===== src/rtl/lsq_param_if.sv =====
// Memory-side bus of the load/store queue: one request channel, one response strobe.
//
// Handshake: a request transfers on a clock edge where mem_req_valid and
// mem_req_ready are both high. The master keeps mem_req_valid and every
// request field stable until that edge, except that a branch flush may
// withdraw a not-yet-accepted speculative request. mem_resp_valid is a
// one-cycle strobe with no back-pressure; it carries load data or a store ack.
interface lsq_param_if #(parameter int XLEN = 32);
  logic            mem_req_valid;
  logic            mem_req_ready;
  logic            mem_req_wr;
  logic [XLEN-1:0] mem_req_addr;
  logic [XLEN-1:0] mem_req_wdata;
  logic [1:0]      mem_req_size;
  logic            mem_req_signed;
  logic            mem_resp_valid;
  logic [XLEN-1:0] mem_resp_rdata;

  modport master (
    output mem_req_valid, mem_req_wr, mem_req_addr, mem_req_wdata,
           mem_req_size, mem_req_signed,
    input  mem_req_ready, mem_resp_valid, mem_resp_rdata
  );

  modport slave (
    input  mem_req_valid, mem_req_wr, mem_req_addr, mem_req_wdata,
           mem_req_size, mem_req_signed,
    output mem_req_ready, mem_resp_valid, mem_resp_rdata
  );
endinterface


===== src/rtl/lsq_param.sv =====
// In-order load/store queue: circular buffer with CDB wakeup, commit gating
// for stores and IO loads, flush of speculative entries and one outstanding
// memory request at a time.
module lsq_param #(
  parameter int              DEPTH   = 16,
  parameter int              TAG_W   = 4,
  parameter int              XLEN    = 32,
  parameter logic [XLEN-1:0] IO_BASE = 32'h30000,
  localparam int             PTR_W   = $clog2(DEPTH),
  localparam int             CNT_W   = $clog2(DEPTH + 1)
) (
  input  logic             clk_in,
  input  logic             rst_in,
  input  logic             rdy_in,
  input  logic             disp_valid,
  output logic             disp_ready,
  input  logic             disp_is_load,
  input  logic [1:0]       disp_size,
  input  logic             disp_signed,
  input  logic [TAG_W-1:0] disp_tag,
  input  logic [XLEN-1:0]  disp_imm,
  input  logic [XLEN-1:0]  disp_vj,
  input  logic [XLEN-1:0]  disp_vk,
  input  logic [TAG_W-1:0] disp_qj,
  input  logic [TAG_W-1:0] disp_qk,
  input  logic             cdb_valid,
  input  logic [TAG_W-1:0] cdb_tag,
  input  logic [XLEN-1:0]  cdb_val,
  input  logic             commit_valid,
  input  logic [TAG_W-1:0] commit_tag,
  input  logic             flush_in,
  lsq_param_if.master      mem,
  output logic             out_valid,
  output logic [TAG_W-1:0] out_tag,
  output logic [XLEN-1:0]  out_val,
  output logic [CNT_W-1:0] count,
  output logic [0:0]       state_dbg
);
  localparam logic [TAG_W-1:0] NONE  = '1;
  localparam logic [0:0]       IDLE  = 1'b0;
  localparam logic [0:0]       WAIT  = 1'b1;
  localparam int               SUM_W = CNT_W + 1;

  logic [DEPTH-1:0] e_valid, e_is_load, e_signed, e_committed;
  logic [TAG_W-1:0] e_tag [DEPTH];
  logic [TAG_W-1:0] e_qj  [DEPTH];
  logic [TAG_W-1:0] e_qk  [DEPTH];
  logic [1:0]       e_size[DEPTH];
  logic [XLEN-1:0]  e_imm [DEPTH];
  logic [XLEN-1:0]  e_vj  [DEPTH];
  logic [XLEN-1:0]  e_vk  [DEPTH];

  logic [PTR_W-1:0] front, rear, front_n, rear_flush;
  logic [CNT_W-1:0] ncommit, ncommit_n;
  logic [SUM_W-1:0] rear_sum;
  logic [0:0]       state;
  logic             discard;

  logic [DEPTH-1:0] commit_hit;
  logic [XLEN-1:0]  head_addr;
  logic             head_elig, head_comm, commit_inc;
  logic             flush_eff, disp_fire, req_fire, resp_fire, kill_head, pop;
  logic [TAG_W-1:0] disp_qk_eff;
  logic             j_wake, k_wake;

  function automatic logic [PTR_W-1:0] ptr_inc(input logic [PTR_W-1:0] p);
    return (p == PTR_W'(DEPTH - 1)) ? '0 : p + PTR_W'(1);
  endfunction

  assign disp_ready = (count < CNT_W'(DEPTH));
  assign state_dbg  = state;
  assign flush_eff  = flush_in & rdy_in;
  // Flush wins over dispatch; a full queue refuses even if a pop happens now.
  assign disp_fire  = rdy_in & disp_valid & disp_ready & ~flush_in;

  assign head_addr = e_imm[front] + e_vj[front];
  assign head_elig = e_valid[front] & (e_qj[front] == NONE) & (e_qk[front] == NONE) &
                     (e_committed[front] | (e_is_load[front] & (head_addr < IO_BASE)));

  assign mem.mem_req_valid  = (state == IDLE) & head_elig;
  assign mem.mem_req_wr     = ~e_is_load[front];
  assign mem.mem_req_addr   = head_addr;
  assign mem.mem_req_wdata  = e_vk[front];
  assign mem.mem_req_size   = e_size[front];
  assign mem.mem_req_signed = e_signed[front];

  assign req_fire  = rdy_in & mem.mem_req_valid & mem.mem_req_ready;
  assign resp_fire = rdy_in & (state == WAIT) & mem.mem_resp_valid;
  // The in-flight head is abandoned when a flush hits it while uncommitted;
  // its response will be swallowed by the discard flag.
  assign kill_head = flush_eff & ~e_committed[front] &
                     (((state == WAIT) & ~discard) | req_fire);
  assign pop       = resp_fire & ~discard & ~kill_head;
  assign head_comm = e_committed[front] | commit_hit[front];
  assign commit_inc = |commit_hit;

  assign disp_qk_eff = disp_is_load ? NONE : disp_qk;
  assign j_wake = cdb_valid & (disp_qj != NONE) & (disp_qj == cdb_tag);
  assign k_wake = cdb_valid & (disp_qk_eff != NONE) & (disp_qk_eff == cdb_tag);

  // Commit match per entry; a flush in the same cycle suppresses it.
  always_comb begin
    commit_hit = '0;
    for (int i = 0; i < DEPTH; i++)
      commit_hit[i] = rdy_in & commit_valid & ~flush_in & e_valid[i] &
                      ~e_committed[i] & (e_tag[i] == commit_tag);
  end

  // Next front, committed count and post-flush rear (front + ncommit mod DEPTH).
  always_comb begin
    front_n = front;
    if (pop || kill_head) front_n = ptr_inc(front);
    ncommit_n = ncommit + CNT_W'(commit_inc) - CNT_W'(pop & head_comm);
    rear_sum  = SUM_W'(front_n) + SUM_W'(ncommit_n);
    if (rear_sum >= SUM_W'(DEPTH)) rear_sum = rear_sum - SUM_W'(DEPTH);
    rear_flush = PTR_W'(rear_sum);
  end

  // Entry control bits: allocate, commit, pop and flush invalidation.
  always_ff @(posedge clk_in) begin
    if (!rst_in) begin
      e_valid     <= '0;
      e_committed <= '0;
    end else if (rdy_in) begin
      for (int i = 0; i < DEPTH; i++) begin
        if (commit_hit[i]) e_committed[i] <= 1'b1;
        if (flush_eff && e_valid[i] && !e_committed[i]) e_valid[i] <= 1'b0;
      end
      if (pop) e_valid[front] <= 1'b0;
      if (disp_fire) begin
        e_valid[rear]     <= 1'b1;
        e_committed[rear] <= 1'b0;
      end
    end
  end

  // Entry payload: CDB wakeup of waiting operands and dispatch writes.
  always_ff @(posedge clk_in) begin
    if (rdy_in) begin
      for (int i = 0; i < DEPTH; i++) begin
        if (cdb_valid && e_valid[i] && e_qj[i] != NONE && e_qj[i] == cdb_tag) begin
          e_vj[i] <= cdb_val;
          e_qj[i] <= NONE;
        end
        if (cdb_valid && e_valid[i] && e_qk[i] != NONE && e_qk[i] == cdb_tag) begin
          e_vk[i] <= cdb_val;
          e_qk[i] <= NONE;
        end
      end
      if (disp_fire) begin
        e_tag[rear]     <= disp_tag;
        e_is_load[rear] <= disp_is_load;
        e_size[rear]    <= disp_size;
        e_signed[rear]  <= disp_signed;
        e_imm[rear]     <= disp_imm;
        e_vj[rear]      <= j_wake ? cdb_val : disp_vj;
        e_qj[rear]      <= j_wake ? NONE : disp_qj;
        e_vk[rear]      <= k_wake ? cdb_val : disp_vk;
        e_qk[rear]      <= k_wake ? NONE : disp_qk_eff;
      end
    end
  end

  // Pointers, occupancy, issue FSM and the registered load-result port.
  always_ff @(posedge clk_in) begin
    if (!rst_in) begin
      front     <= '0;
      rear      <= '0;
      count     <= '0;
      ncommit   <= '0;
      state     <= IDLE;
      discard   <= 1'b0;
      out_valid <= 1'b0;
      out_tag   <= NONE;
      out_val   <= '0;
    end else if (rdy_in) begin
      front   <= front_n;
      ncommit <= ncommit_n;
      if (flush_eff) begin
        rear  <= rear_flush;
        count <= ncommit_n;
      end else begin
        if (disp_fire) rear <= ptr_inc(rear);
        count <= count + CNT_W'(disp_fire) - CNT_W'(pop);
      end
      if (state == IDLE) begin
        if (req_fire) begin
          state   <= WAIT;
          discard <= kill_head;
        end
      end else begin
        if (resp_fire) begin
          state   <= IDLE;
          discard <= 1'b0;
        end else if (kill_head) begin
          discard <= 1'b1;
        end
      end
      out_valid <= pop & e_is_load[front];
      if (pop && e_is_load[front]) begin
        out_tag <= e_tag[front];
        out_val <= mem.mem_resp_rdata;
      end
    end
  end
endmodule


===== src/flat_wrapper.sv =====
// flat-port wrapper written by rule: the top's interface ports become plain ports
module lsq_param_flat 
#(
  parameter int              DEPTH   = 16,
  parameter int              TAG_W   = 4,
  parameter int              XLEN    = 32,
  parameter logic [XLEN-1:0] IO_BASE = 32'h30000,
  localparam int             PTR_W   = $clog2(DEPTH),
  localparam int             CNT_W   = $clog2(DEPTH + 1)
)
  (clk_in, rst_in, rdy_in, disp_valid, disp_ready, disp_is_load, disp_size, disp_signed, disp_tag, disp_imm, disp_vj, disp_vk, disp_qj, disp_qk, cdb_valid, cdb_tag, cdb_val, commit_valid, commit_tag, flush_in, out_valid, out_tag, out_val, count, state_dbg, mem_mem_req_valid, mem_mem_req_wr, mem_mem_req_addr, mem_mem_req_wdata, mem_mem_req_size, mem_mem_req_signed, mem_mem_req_ready, mem_mem_resp_valid, mem_mem_resp_rdata);
  lsq_param_if #(.XLEN(XLEN)) mem_i ();
  input  logic clk_in;
  input  logic rst_in;
  input  logic rdy_in;
  input  logic disp_valid;
  output logic disp_ready;
  input  logic disp_is_load;
  input  logic [1:0] disp_size;
  input  logic disp_signed;
  input  logic [TAG_W-1:0] disp_tag;
  input  logic [XLEN-1:0] disp_imm;
  input  logic [XLEN-1:0] disp_vj;
  input  logic [XLEN-1:0] disp_vk;
  input  logic [TAG_W-1:0] disp_qj;
  input  logic [TAG_W-1:0] disp_qk;
  input  logic cdb_valid;
  input  logic [TAG_W-1:0] cdb_tag;
  input  logic [XLEN-1:0] cdb_val;
  input  logic commit_valid;
  input  logic [TAG_W-1:0] commit_tag;
  input  logic flush_in;
  output logic out_valid;
  output logic [TAG_W-1:0] out_tag;
  output logic [XLEN-1:0] out_val;
  output logic [CNT_W-1:0] count;
  output logic [0:0] state_dbg;
  output wire logic [$bits(mem_i.mem_req_valid)-1:0] mem_mem_req_valid;
  output wire logic [$bits(mem_i.mem_req_wr)-1:0] mem_mem_req_wr;
  output wire logic [$bits(mem_i.mem_req_addr)-1:0] mem_mem_req_addr;
  output wire logic [$bits(mem_i.mem_req_wdata)-1:0] mem_mem_req_wdata;
  output wire logic [$bits(mem_i.mem_req_size)-1:0] mem_mem_req_size;
  output wire logic [$bits(mem_i.mem_req_signed)-1:0] mem_mem_req_signed;
  input wire logic [$bits(mem_i.mem_req_ready)-1:0] mem_mem_req_ready;
  input wire logic [$bits(mem_i.mem_resp_valid)-1:0] mem_mem_resp_valid;
  input wire logic [$bits(mem_i.mem_resp_rdata)-1:0] mem_mem_resp_rdata;
  assign mem_mem_req_valid = mem_i.mem_req_valid;
  assign mem_mem_req_wr = mem_i.mem_req_wr;
  assign mem_mem_req_addr = mem_i.mem_req_addr;
  assign mem_mem_req_wdata = mem_i.mem_req_wdata;
  assign mem_mem_req_size = mem_i.mem_req_size;
  assign mem_mem_req_signed = mem_i.mem_req_signed;
  assign mem_i.mem_req_ready = mem_mem_req_ready;
  assign mem_i.mem_resp_valid = mem_mem_resp_valid;
  assign mem_i.mem_resp_rdata = mem_mem_resp_rdata;
  lsq_param #(.DEPTH(DEPTH), .TAG_W(TAG_W), .XLEN(XLEN), .IO_BASE(IO_BASE)) u_core (.clk_in(clk_in), .rst_in(rst_in), .rdy_in(rdy_in), .disp_valid(disp_valid), .disp_ready(disp_ready), .disp_is_load(disp_is_load), .disp_size(disp_size), .disp_signed(disp_signed), .disp_tag(disp_tag), .disp_imm(disp_imm), .disp_vj(disp_vj), .disp_vk(disp_vk), .disp_qj(disp_qj), .disp_qk(disp_qk), .cdb_valid(cdb_valid), .cdb_tag(cdb_tag), .cdb_val(cdb_val), .commit_valid(commit_valid), .commit_tag(commit_tag), .flush_in(flush_in), .mem(mem_i), .out_valid(out_valid), .out_tag(out_tag), .out_val(out_val), .count(count), .state_dbg(state_dbg));
endmodule

===== config.mk =====
export PLATFORM = sky130hd
export DESIGN_NAME = lsq_param_flat
export DESIGN_NICKNAME = d
export VERILOG_FILES = /design/src/rtl/lsq_param_if.sv /design/src/rtl/lsq_param.sv /design/src/flat_wrapper.sv
export SDC_FILE = /design/constraint.sdc
export NUM_CORES = 2
export LEC_CHECK = 0
export ABC_CLOCK_PERIOD_IN_PS = 8350
export CORE_AREA = 2 2 417 419
export CTS_CLUSTER_SIZE = 12
export DETAILED_ROUTE_END_ITERATION = 10
export DIE_AREA = 0 0 419 421
export PLACE_DENSITY = 0.67
export SLEW_MARGIN = 10
export SYNTH_ARGS = -nofsm -noshare
export SYNTH_HDL_FRONTEND = slang
export SYNTH_SLANG_ARGS = --single-unit

===== constraint.sdc =====
create_clock -name clk_in -period 8.35 [get_ports clk_in]
set_clock_uncertainty 0.15 [all_clocks]
set_input_delay 0.835 -clock clk_in [delete_from_list [all_inputs] [get_ports clk_in]]
set_output_delay 0.835 -clock clk_in [all_outputs]
set_load 0.05 [all_outputs]

==> results.cfg <==
[detailed_routing]
drtAntennaViolNets = 0
drt-initial-drc-count = 9084
wl_per_cell_um = 32.1
drt-total-wl_um = 271000
vias = 56000
drc = 0
first_pass_iters = 10
drt-vias-per-instance = 6.63

[grt]
grt-ovfl-total = 0
grt_usage_pct = 30.5
grt_pass1_vias = 53500
grt_pass1_wl_um = 383000
grt_start_max_net_pins = 148
antenna_found_initial = 10

[clocking]
insertion_delay_ns = 0.84
cts.sinks = 1885
cts_max_level = 4
numCtsBuffers = 192
cts_hold_buf = 0
clock_path_buffers = 3
cts_tree = built
path_clk_slew_ns = 0.06
post_cts_buffers = 0
ctsResizeCount = 0
cts-root-buf = clkbuf_16

[logic_synthesis]
syn_nets = 6055
yosysTopAreaCell = edfxtp_1
synth.distinct_cells = 79
synthTopCellsByArea = edfxtp_1, mux4_2, a21oi_1, nor2_1, dfxtp_1
yosysTopAreaCellShare_pct = 63.0
syn_inst = 5806
ys_warn_count = 0
syn_area_mm2 = 0.0854
synth_edf_count = 1792
ys_ff_latch = 1885
synthFlopType = edfxtp_1
syn_area_per_cell_um2 = 14.7
yosysSeqAreaShare_pct = 65.2
synthArstFlopShare_pct = 0

[placed_design]
place.port_buffers = 305
gp_congestion = 0.921
placed_area_mm2 = 0.0915
hpwl_um = 159000

[outcome]
status = finished clean

[worst_setup_path]
worst-setup-path-type = reg2out
crit_slowest_cell = dfxtp_4
reg2reg_to = u_core.rear[3]
critPathLaunchType = register
critPathRequiredTime_ns = 7.36
crit_fanout = 28
path_delay_family = simple AND/OR/NAND/NOR gates
arrival_ns = 6.98
cpPeakStageDelay_ns = 0.89
end_kind = output port
path_cells = buf_4, mux4_2, mux4_2, ha_1, and3_2, a221o_2, nand2_1, a21boi_0, or3_1, a2111oi_0, nand4b_1, nor4_2, buf_4, o21a_1, buf_12
r2r_cells = 21
path_buf_inv = 3
r2r_setup_slack_ns = 0.52

[hold_path]
hold-path-endpoint = u_core.out_tag[2]
hold_path.class = reg2reg
whs_path_depth = 2
hp-start = u_core.out_tag[2]

[sta]
hold_viol = 0
tightest_slew_ns = 1.23
setup_tns_ns = 0
fin_crit_sh_pct = 95.4
rsz0062_at_grt = false
hold_slack_ns = 0.326
relSlewSlack_pct = 17.7
final-setup-viol-count = 0
timing.fmax_mhz = 126
report.final.slew_viol_count = 0
period_minus_slack_ns = 7.97

[layout]
stdcell_area_mm2 = 0.0973
final_util_pct = 56.4
layout.nets = 6229
syn2layout_area_growth_pct = 13.9
drive_gt1_share_pct = 17.7

[pwr]
peakVddDrop_mv = 0.205
power_density_mw_per_mm2 = 208
p_leak_nw = 31.0
power_mw = 20.3

[floorplanning]
start_util_pct = 49.5
chipWidth_um = 419
dieArea_mm2 = 0.176
fp.dieH_um = 421
core_mm2 = 0.172
io_pins = 306
rows = 153

[job]
cap_violations = 0
==> tightest hold or removal path, cell delays in order (launching register included) <==
cell and delay (ns):
dfxtp_1 0.32, mux2i_1 0.07, nand2_1 0.06
==> stage by stage <==
stage,setup WS (ns),instances
5_1_grt,0.0945,8436
4_1_cts,0.335,8434
2_1_floorplan,0.394,5806
6_report,0.385,8438
3_5_place_dp,0.579,8111
3_3_place_gp,0.578,8111
==> layout make-up <==
class / instances / area (um^2)
diodes: 4 / 10.0
clock buffers: 254 / 5160
clock inverters: 69 / 552
fillers: 13400 / 75200
inverters: 61 / 229
multi-input cells: 3343 / 28000
flip-flops and latches: 1885 / 55700
well taps: 2325 / 2910
repair buffers: 497 / 4750
==> power breakdown <==
part           internal, mW  total (mW)  switching [mW]
Sequential             10.4        10.4          0.0340
Clock                  4.50        8.10            3.60
Combinational         0.560        1.72            1.16
==> kinds of logic (layout without fill, tap and decap cells) <==
logic type                 count (synthesis)  after routing  synth area share, %
muxes                                    647            647                 15.3
AOI/OAI and AO/OA                       1357           1357                 8.70
other                                      0              4                    0
and+or+nand+nor                         1125           1125                 5.78
buffers and inverters                    578            881                 2.56
adders and majority gates                 56             56                0.855
DFF                                     1885           1885                 65.2
xor gates and xnor gates                 158            158                 1.62
==> layout by cell type, fill, tap and decap left out, drive strengths merged, types with 59 or more instances in the layout <==
| master | instances |
|---|---|
| dfxtp | 93 |
| xnor2 | 72 |
| a21oi | 1093 |
| nor2b | 59 |
| mux2i | 117 |
| clkbuf | 254 |
| o21ai | 69 |
| xor2 | 86 |
| buf | 199 |
| mux4 | 527 |
| clkdlybuf4s50 | 298 |
| nand2 | 223 |
| inv | 69 |
| nand3 | 87 |
| nor2 | 597 |
| edfxtp | 1792 |
==> sequential cells by signal, summed over array words and instances (netlist names), 32 cells and up, named ones only <==
name,cells
u_core.e_imm,512
u_core.e_vk,512
u_core.e_qk,64
u_core.e_tag,64
u_core.e_size,32
u_core.out_val,32
u_core.e_vj,512
u_core.e_qj,64
==> how the worst max path moves through the flow <==
stage / endpoint / start / slack (ns) / cells after the start
floorplan: u_core.rear[3] / register / 0.39 / 25
global placement: u_core.rear[3] / register / 0.58 / 21
detailed placement: u_core.rear[3] / register / 0.58 / 21
CTS: mem_mem_req_valid / register / 0.34 / 15
global route: mem_mem_req_valid / register / 0.09 / 15
finish: mem_mem_req_valid / register / 0.38 / 15
==> synth_stat cells (59+ instances only) <==
cell type	count
clkbuf_1	419
xor2_1	86
o21ai_0	67
mux4_2	527
nand3_1	87
nor2_1	596
inv_1	59
nor2b_1	59
edfxtp_1	1792
mux2i_1	117
buf_1	85
dfxtp_1	93
nand2_1	223
a21oi_1	1092
xnor2_1	72
==> per-layer routing <==
layer | track usage (%) | routed length (um) | vias up
met4 | 13.5 | 13500 | 4
met3 | 5.59 | 30800 | 661
met2 | 48.6 | 129000 | 3931
met5 | 0 | 25 | -
met1 | 41.1 | 97800 | 28400
li1 | - | - | 23000
Power figures use the tool's default switching activity.
